===== src/rtl/a2d_spi_resp.sv =====
// SPI responder for an 8-channel 12-bit A2D (CPOL=1, CPHA=1).
// Each frame returns the conversion for the channel addressed by the previous complete frame.
module a2d_spi_resp #(
    parameter logic [2:0]  RESET_CHNL  = 3'd0,
    parameter int unsigned SYNC_STAGES = 2
) (
    input  logic        clk,
    input  logic        rst,
    input  logic        SS_n,
    input  logic        SCLK,
    input  logic        MOSI,
    input  logic [95:0] ch_data,
    output logic        MISO,
    output logic [15:0] cmd,
    output logic        cmd_vld,
    output logic        frame_err
);

    localparam int unsigned FRAME_BITS = 16;
    localparam int unsigned CH_W       = 12;
    localparam int unsigned CNT_W      = 5;
    localparam int unsigned BASE_W     = 7;
    localparam int unsigned SETTLE_W   = $clog2(SYNC_STAGES + 1);

    typedef enum logic [0:0] {
        IDLE   = 1'b0,
        ACTIVE = 1'b1
    } state_t;

    // Synchronizers and edge-detect history
    logic [SYNC_STAGES-1:0] r_ss_sync;
    logic [SYNC_STAGES-1:0] r_sclk_sync;
    logic [SYNC_STAGES-1:0] r_mosi_sync;
    logic                   r_ss_prev;
    logic                   r_sclk_prev;
    logic [SETTLE_W-1:0]    r_settle;
    logic                   r_armed;

    // FSM and datapath state
    state_t            r_state;
    logic [15:0]       r_tx_shft;
    logic [15:0]       r_rx_shft;
    logic [CNT_W-1:0]  r_bit_cnt;
    logic [2:0]        r_chnl_ptr;
    logic [15:0]       r_cmd;
    logic              r_cmd_vld;
    logic              r_frame_err;
    logic              r_miso;

    // Next-state values
    state_t            w_state_nxt;
    logic [15:0]       w_tx_nxt;
    logic [15:0]       w_rx_nxt;
    logic [CNT_W-1:0]  w_bit_cnt_nxt;
    logic [2:0]        w_chnl_nxt;
    logic [15:0]       w_cmd_nxt;
    logic              w_cmd_vld_nxt;
    logic              w_frame_err_nxt;
    logic              w_miso_nxt;

    logic              w_ss;
    logic              w_sclk;
    logic              w_mosi;
    logic              w_ss_fall;
    logic              w_ss_rise;
    logic              w_sclk_rise;
    logic              w_sclk_fall;
    logic [BASE_W-1:0] w_ch_base;
    logic [CH_W-1:0]   w_ch_word;

    assign w_ss   = r_ss_sync[SYNC_STAGES-1];
    assign w_sclk = r_sclk_sync[SYNC_STAGES-1];
    assign w_mosi = r_mosi_sync[SYNC_STAGES-1];

    // A fall is only trusted once SS_n has been seen high after reset, so a
    // reset in the middle of a frame cannot fake a frame start.
    assign w_ss_fall   = r_armed & r_ss_prev & ~w_ss;
    assign w_ss_rise   = w_ss & ~r_ss_prev;
    assign w_sclk_rise = w_sclk & ~r_sclk_prev;
    assign w_sclk_fall = ~w_sclk & r_sclk_prev;

    assign w_ch_base = BASE_W'(r_chnl_ptr) * BASE_W'(CH_W);
    assign w_ch_word = ch_data[w_ch_base +: CH_W];

    always_ff @(posedge clk) begin
        if (rst) begin
            r_ss_sync   <= '1;
            r_sclk_sync <= '1;
            r_mosi_sync <= '0;
            r_ss_prev   <= 1'b1;
            r_sclk_prev <= 1'b1;
            r_settle    <= '0;
            r_armed     <= 1'b0;
        end else begin
            r_ss_sync   <= {r_ss_sync[SYNC_STAGES-2:0], SS_n};
            r_sclk_sync <= {r_sclk_sync[SYNC_STAGES-2:0], SCLK};
            r_mosi_sync <= {r_mosi_sync[SYNC_STAGES-2:0], MOSI};
            r_ss_prev   <= w_ss;
            r_sclk_prev <= w_sclk;
            if (r_settle != SETTLE_W'(SYNC_STAGES)) begin
                r_settle <= r_settle + 1'b1;
            end else if (w_ss) begin
                r_armed <= 1'b1;
            end
        end
    end

    always_ff @(posedge clk) begin
        if (rst) begin
            r_state     <= IDLE;
            r_tx_shft   <= '0;
            r_rx_shft   <= '0;
            r_bit_cnt   <= '0;
            r_chnl_ptr  <= RESET_CHNL;
            r_cmd       <= '0;
            r_cmd_vld   <= 1'b0;
            r_frame_err <= 1'b0;
            r_miso      <= 1'b0;
        end else begin
            r_state     <= w_state_nxt;
            r_tx_shft   <= w_tx_nxt;
            r_rx_shft   <= w_rx_nxt;
            r_bit_cnt   <= w_bit_cnt_nxt;
            r_chnl_ptr  <= w_chnl_nxt;
            r_cmd       <= w_cmd_nxt;
            r_cmd_vld   <= w_cmd_vld_nxt;
            r_frame_err <= w_frame_err_nxt;
            r_miso      <= w_miso_nxt;
        end
    end

    // Frame sequencing; SS_rise takes priority over any SCLK edge in the same clk
    always_comb begin
        w_state_nxt     = r_state;
        w_tx_nxt        = r_tx_shft;
        w_rx_nxt        = r_rx_shft;
        w_bit_cnt_nxt   = r_bit_cnt;
        w_chnl_nxt      = r_chnl_ptr;
        w_cmd_nxt       = r_cmd;
        w_cmd_vld_nxt   = 1'b0;
        w_frame_err_nxt = 1'b0;

        case (r_state)
            IDLE: begin
                if (w_ss_fall) begin
                    w_tx_nxt      = {4'b0000, w_ch_word};
                    w_bit_cnt_nxt = '0;
                    w_state_nxt   = ACTIVE;
                end
            end
            ACTIVE: begin
                if (w_ss_rise) begin
                    if (r_bit_cnt == CNT_W'(FRAME_BITS)) begin
                        w_cmd_nxt     = r_rx_shft;
                        w_chnl_nxt    = r_rx_shft[13:11];
                        w_cmd_vld_nxt = 1'b1;
                    end else begin
                        w_frame_err_nxt = 1'b1;
                    end
                    w_state_nxt = IDLE;
                end else if (w_ss_fall) begin
                    w_tx_nxt      = {4'b0000, w_ch_word};
                    w_bit_cnt_nxt = '0;
                end else if (w_sclk_rise) begin
                    w_rx_nxt = {r_rx_shft[14:0], w_mosi};
                    if (r_bit_cnt != '1) begin
                        w_bit_cnt_nxt = r_bit_cnt + 1'b1;
                    end
                end else if (w_sclk_fall && (r_bit_cnt != '0)) begin
                    w_tx_nxt = {r_tx_shft[14:0], 1'b0};
                end
            end
            default: begin
                w_state_nxt = IDLE;
            end
        endcase

        w_miso_nxt = (w_state_nxt == ACTIVE) ? w_tx_nxt[15] : 1'b0;
    end

    assign MISO      = r_miso;
    assign cmd       = r_cmd;
    assign cmd_vld   = r_cmd_vld;
    assign frame_err = r_frame_err;

endmodule


===== config.mk =====
export PLATFORM = sky130hd
export DESIGN_NAME = a2d_spi_resp
export DESIGN_NICKNAME = d
export VERILOG_FILES = /design/src/rtl/a2d_spi_resp.sv
export SDC_FILE = /design/constraint.sdc
export NUM_CORES = 1
export LEC_CHECK = 0
export ABC_AREA = 1
export CAP_MARGIN = 40
export CORE_MARGIN = 3
export CORE_UTILIZATION = 50
export DETAILED_ROUTE_END_ITERATION = 8
export PLACE_DENSITY = 0.94
export SLEW_MARGIN = 25
export SYNTH_ARGS = -nofsm -noshare
export SYNTH_HDL_FRONTEND = slang
export SYNTH_SLANG_ARGS = --single-unit

===== constraint.sdc =====
create_clock -name clk -period 2.5 [get_ports clk]
set_input_delay 0.75 -clock clk [delete_from_list [all_inputs] [get_ports clk]]
set_output_delay 0.75 -clock clk [all_outputs]
set_load 0.005 [all_outputs]

==> results.ini <==
[worst_setup_path]
rr_worst_depth = 7
cp_slowest_stage_delay_ps = 590
cp.arrival_ps = 1490
critPathBufInv = 1
worst-path-stages = 1
cp_top_family = buffers and inverters
start_kind = flop
critPathLaunch = r_chnl_ptr[0]
cp_data_required_time_ps = 1750
cp_cell_sequence = clkdlybuf4s50_1
end_kind = output pin
critPathKind = reg2out
reg2reg_to = r_rx_shft[11]
rr_startpoint = r_ss_sync[1]
path_max_fanout = 12
reg2reg_slack_ps = 520
worstSetupEndpoint = cmd[11]
slowest_stage = clkdlybuf4s50_1

[route]
via_per_inst = 5.149
wl_mm = 11.29
dr.pass1.iters = 5
drc = 0
postRouteAntennaNets = 0
first_iter_violations = 201
wl_per_cell_um = 13.88
via_count = 4186

[floorplan]
dieWidth_um = 92.20
num_io_pins = 120
num_rows = 30
die_area_um2 = 8500
core_um2 = 6982
die_h_um = 92.20
start_util = 0.5321

[sta]
grt_setup_unrepaired = no
finalCriticalPeriod_ps = 2245
maxSlewViolCount = 0
period_share = 0.8979
finalHoldViolations = 0
finalSetupTns_ps = 0
worstMarginPinSlew_ps = 799.5
fmax_mhz = 445.5
fin_skew_ps = 11.89
finalWorstSetupSlack_ps = 255.1
relSlewSlack = 0.4662
setup-violations-final = 0

[logic_synthesis]
synth-seq-cells = 68
async_flop_share = 0
syn_area_um2 = 3715
ys.flop_type = dfxtp_1
yosysWarningCount = 0
synth-seq-area-share = 0.3665
synth_cell_type_count = 27
synth_cells = 608
avgSynthCellArea_um2 = 6.110
synth_edf_count = 0
synth_nets = 713

[flow_run]
drv_cap = 0

[global_routing]
antenna_found_initial = 0
grt_pass1_vias = 4130
grtUsageTotal = 0.2689
grt_pass1_wl_mm = 18.64
grt_overflow = 0
grt_max_degree = 50

[clock_network]
insertion_delay_ps = 350
cts_setup_buffers = 0
hold_buffers = 0
clockRootBuffer = clkbuf_8
cts.clk_slew.worst_paths_ps = 80
cts_tree = yes
cts_sinks = 68
cts_max_level = 3
cts_resized = 0
cts_made_buffers = 9
ctsLongestPathBuffers = 2

[pwr]
leakage_nw = 2.447
power.density_nw_per_um2 = 441.4
vdd_drop_max_mv = 0.4427

[finish]
num_antenna_cells = 0
ff_latch_area_um2 = 1361
post-route-cell-area_um2 = 5092
drive_gt1_frac = 0.05439
finalNonFillerCells = 813
multi_input_area_um2 = 1852
area_growth_syn_to_layout_pct = 37.08
nFillCells = 574
post-route-util = 0.7294
nNetsFinal = 817

[worst_hold_path]
holdPathStages = 1
min_path_type = reg2reg

[placement]
placed_cell_area_um2 = 4915
numPortBuffers = 119
hpwl_mm = 7.994
dp_cells = 797
gp_congestion = 0.8493
pre_cts_ws_ps = 540.1

[status]
outcome = finished clean

## flip-flops by register name, summed over array words and instances (netlist names), 2 cells and up
register	flops
r_rx_shft	16
r_tx_shft	16
cmd	14
r_bit_cnt	5
r_chnl_ptr	2
r_mosi_sync	2
r_sclk_sync	2
r_settle	2
r_ss_sync	2
## cell type report
cell class	instances	area share
clock inverter	5	0.007125
tap	96	0.02359
sequential	68	0.2673
inverter	92	0.06781
clock buffer	11	0.02776
multi-input combinational	416	0.3636
timing repair buffer	125	0.2428
## per-layer routing
layer,track usage,vias to the layer above,routed length [µm]
met4,0.1126,0,371
met3,0.08614,31,1228
met1,0.3114,1867,4412
met2,0.4556,206,5276
met5,0,-,0
li1,-,2082,-
## cells in the mapped netlist, types with 2 or more instances
master    instances  area, µm²
nor2_1           80      300.3
inv_2             6      22.52
nand3_1          69      345.3
ha_1              4      50.05
nand4_1           2      12.51
buf_4             3      22.52
a21oi_2           2      17.52
or2_2             5      31.28
nand2_1         173      649.4
buf_2            13      65.06
buf_1             3      11.26
a211oi_1          2      15.01
dfxtp_1          68       1361
a21oi_1          25      125.1
inv_1            86      322.8
nor3_1            4      20.02
clkbuf_1         11      41.29
o21ai_0          42      210.2
o211ai_1          2      15.01
## power by group
group / total (mW) / switching [mW] / internal [mW]
Clock: 0.813 / 0.425 / 0.388
Combinational: 0.312 / 0.123 / 0.189
Sequential: 1.12 / 0.0160 / 1.11
## cell usage in the layout (no fill, tap or decap), types with 6 or more instances in the layout
cell type        netlist  final
nand2_1              173    173
clkdlybuf4s50_1        0    119
inv_1                 86     86
nor2_1                80     80
nand3_1               69     69
dfxtp_1               68     68
o21ai_0               42     42
a21oi_1               25     25
clkbuf_8               0     10
inv_2                  6      6
buf_4                  3      6
## logic make-up (layout without fill, tap and decap cells)
| logic type | count (synthesis) | count (layout) | share of synthesized area |
|---|---|---|---|
| AO/OA/AOI/OAI | 75 | 75 | 0.1074 |
| adder cells (fa/ha/maj) | 4 | 4 | 0.01347 |
| buffers and inverters | 124 | 233 | 0.1351 |
| flip-flops | 68 | 68 | 0.3665 |
| AND/OR/NAND/NOR | 337 | 337 | 0.3776 |
## worst min path at each step
| stage | start | end | slack (ps) |
|---|---|---|---|
| 2_1_floorplan | r_mosi_sync[0] | r_mosi_sync[1] | 390 |
| 3_3_place_gp | r_sclk_sync[0] | r_sclk_sync[1] | 390 |
| 3_5_place_dp | r_mosi_sync[0] | r_mosi_sync[1] | 400 |
| 4_1_cts | r_ss_sync[0] | r_ss_sync[1] | 420 |
| 5_1_grt | r_ss_sync[0] | r_ss_sync[1] | 430 |
| 6_report | r_ss_sync[0] | r_ss_sync[1] | 420 |
## per-stage QoR
stage,power (mW),hold slack [ps]
floorplan,1.270,388.3
global placement,1.442,391.0
detailed placement,1.455,397.3
CTS,2.258,418.3
global route,2.345,433.9
finish,2.248,415.9
(Power assumes the default switching activity.)
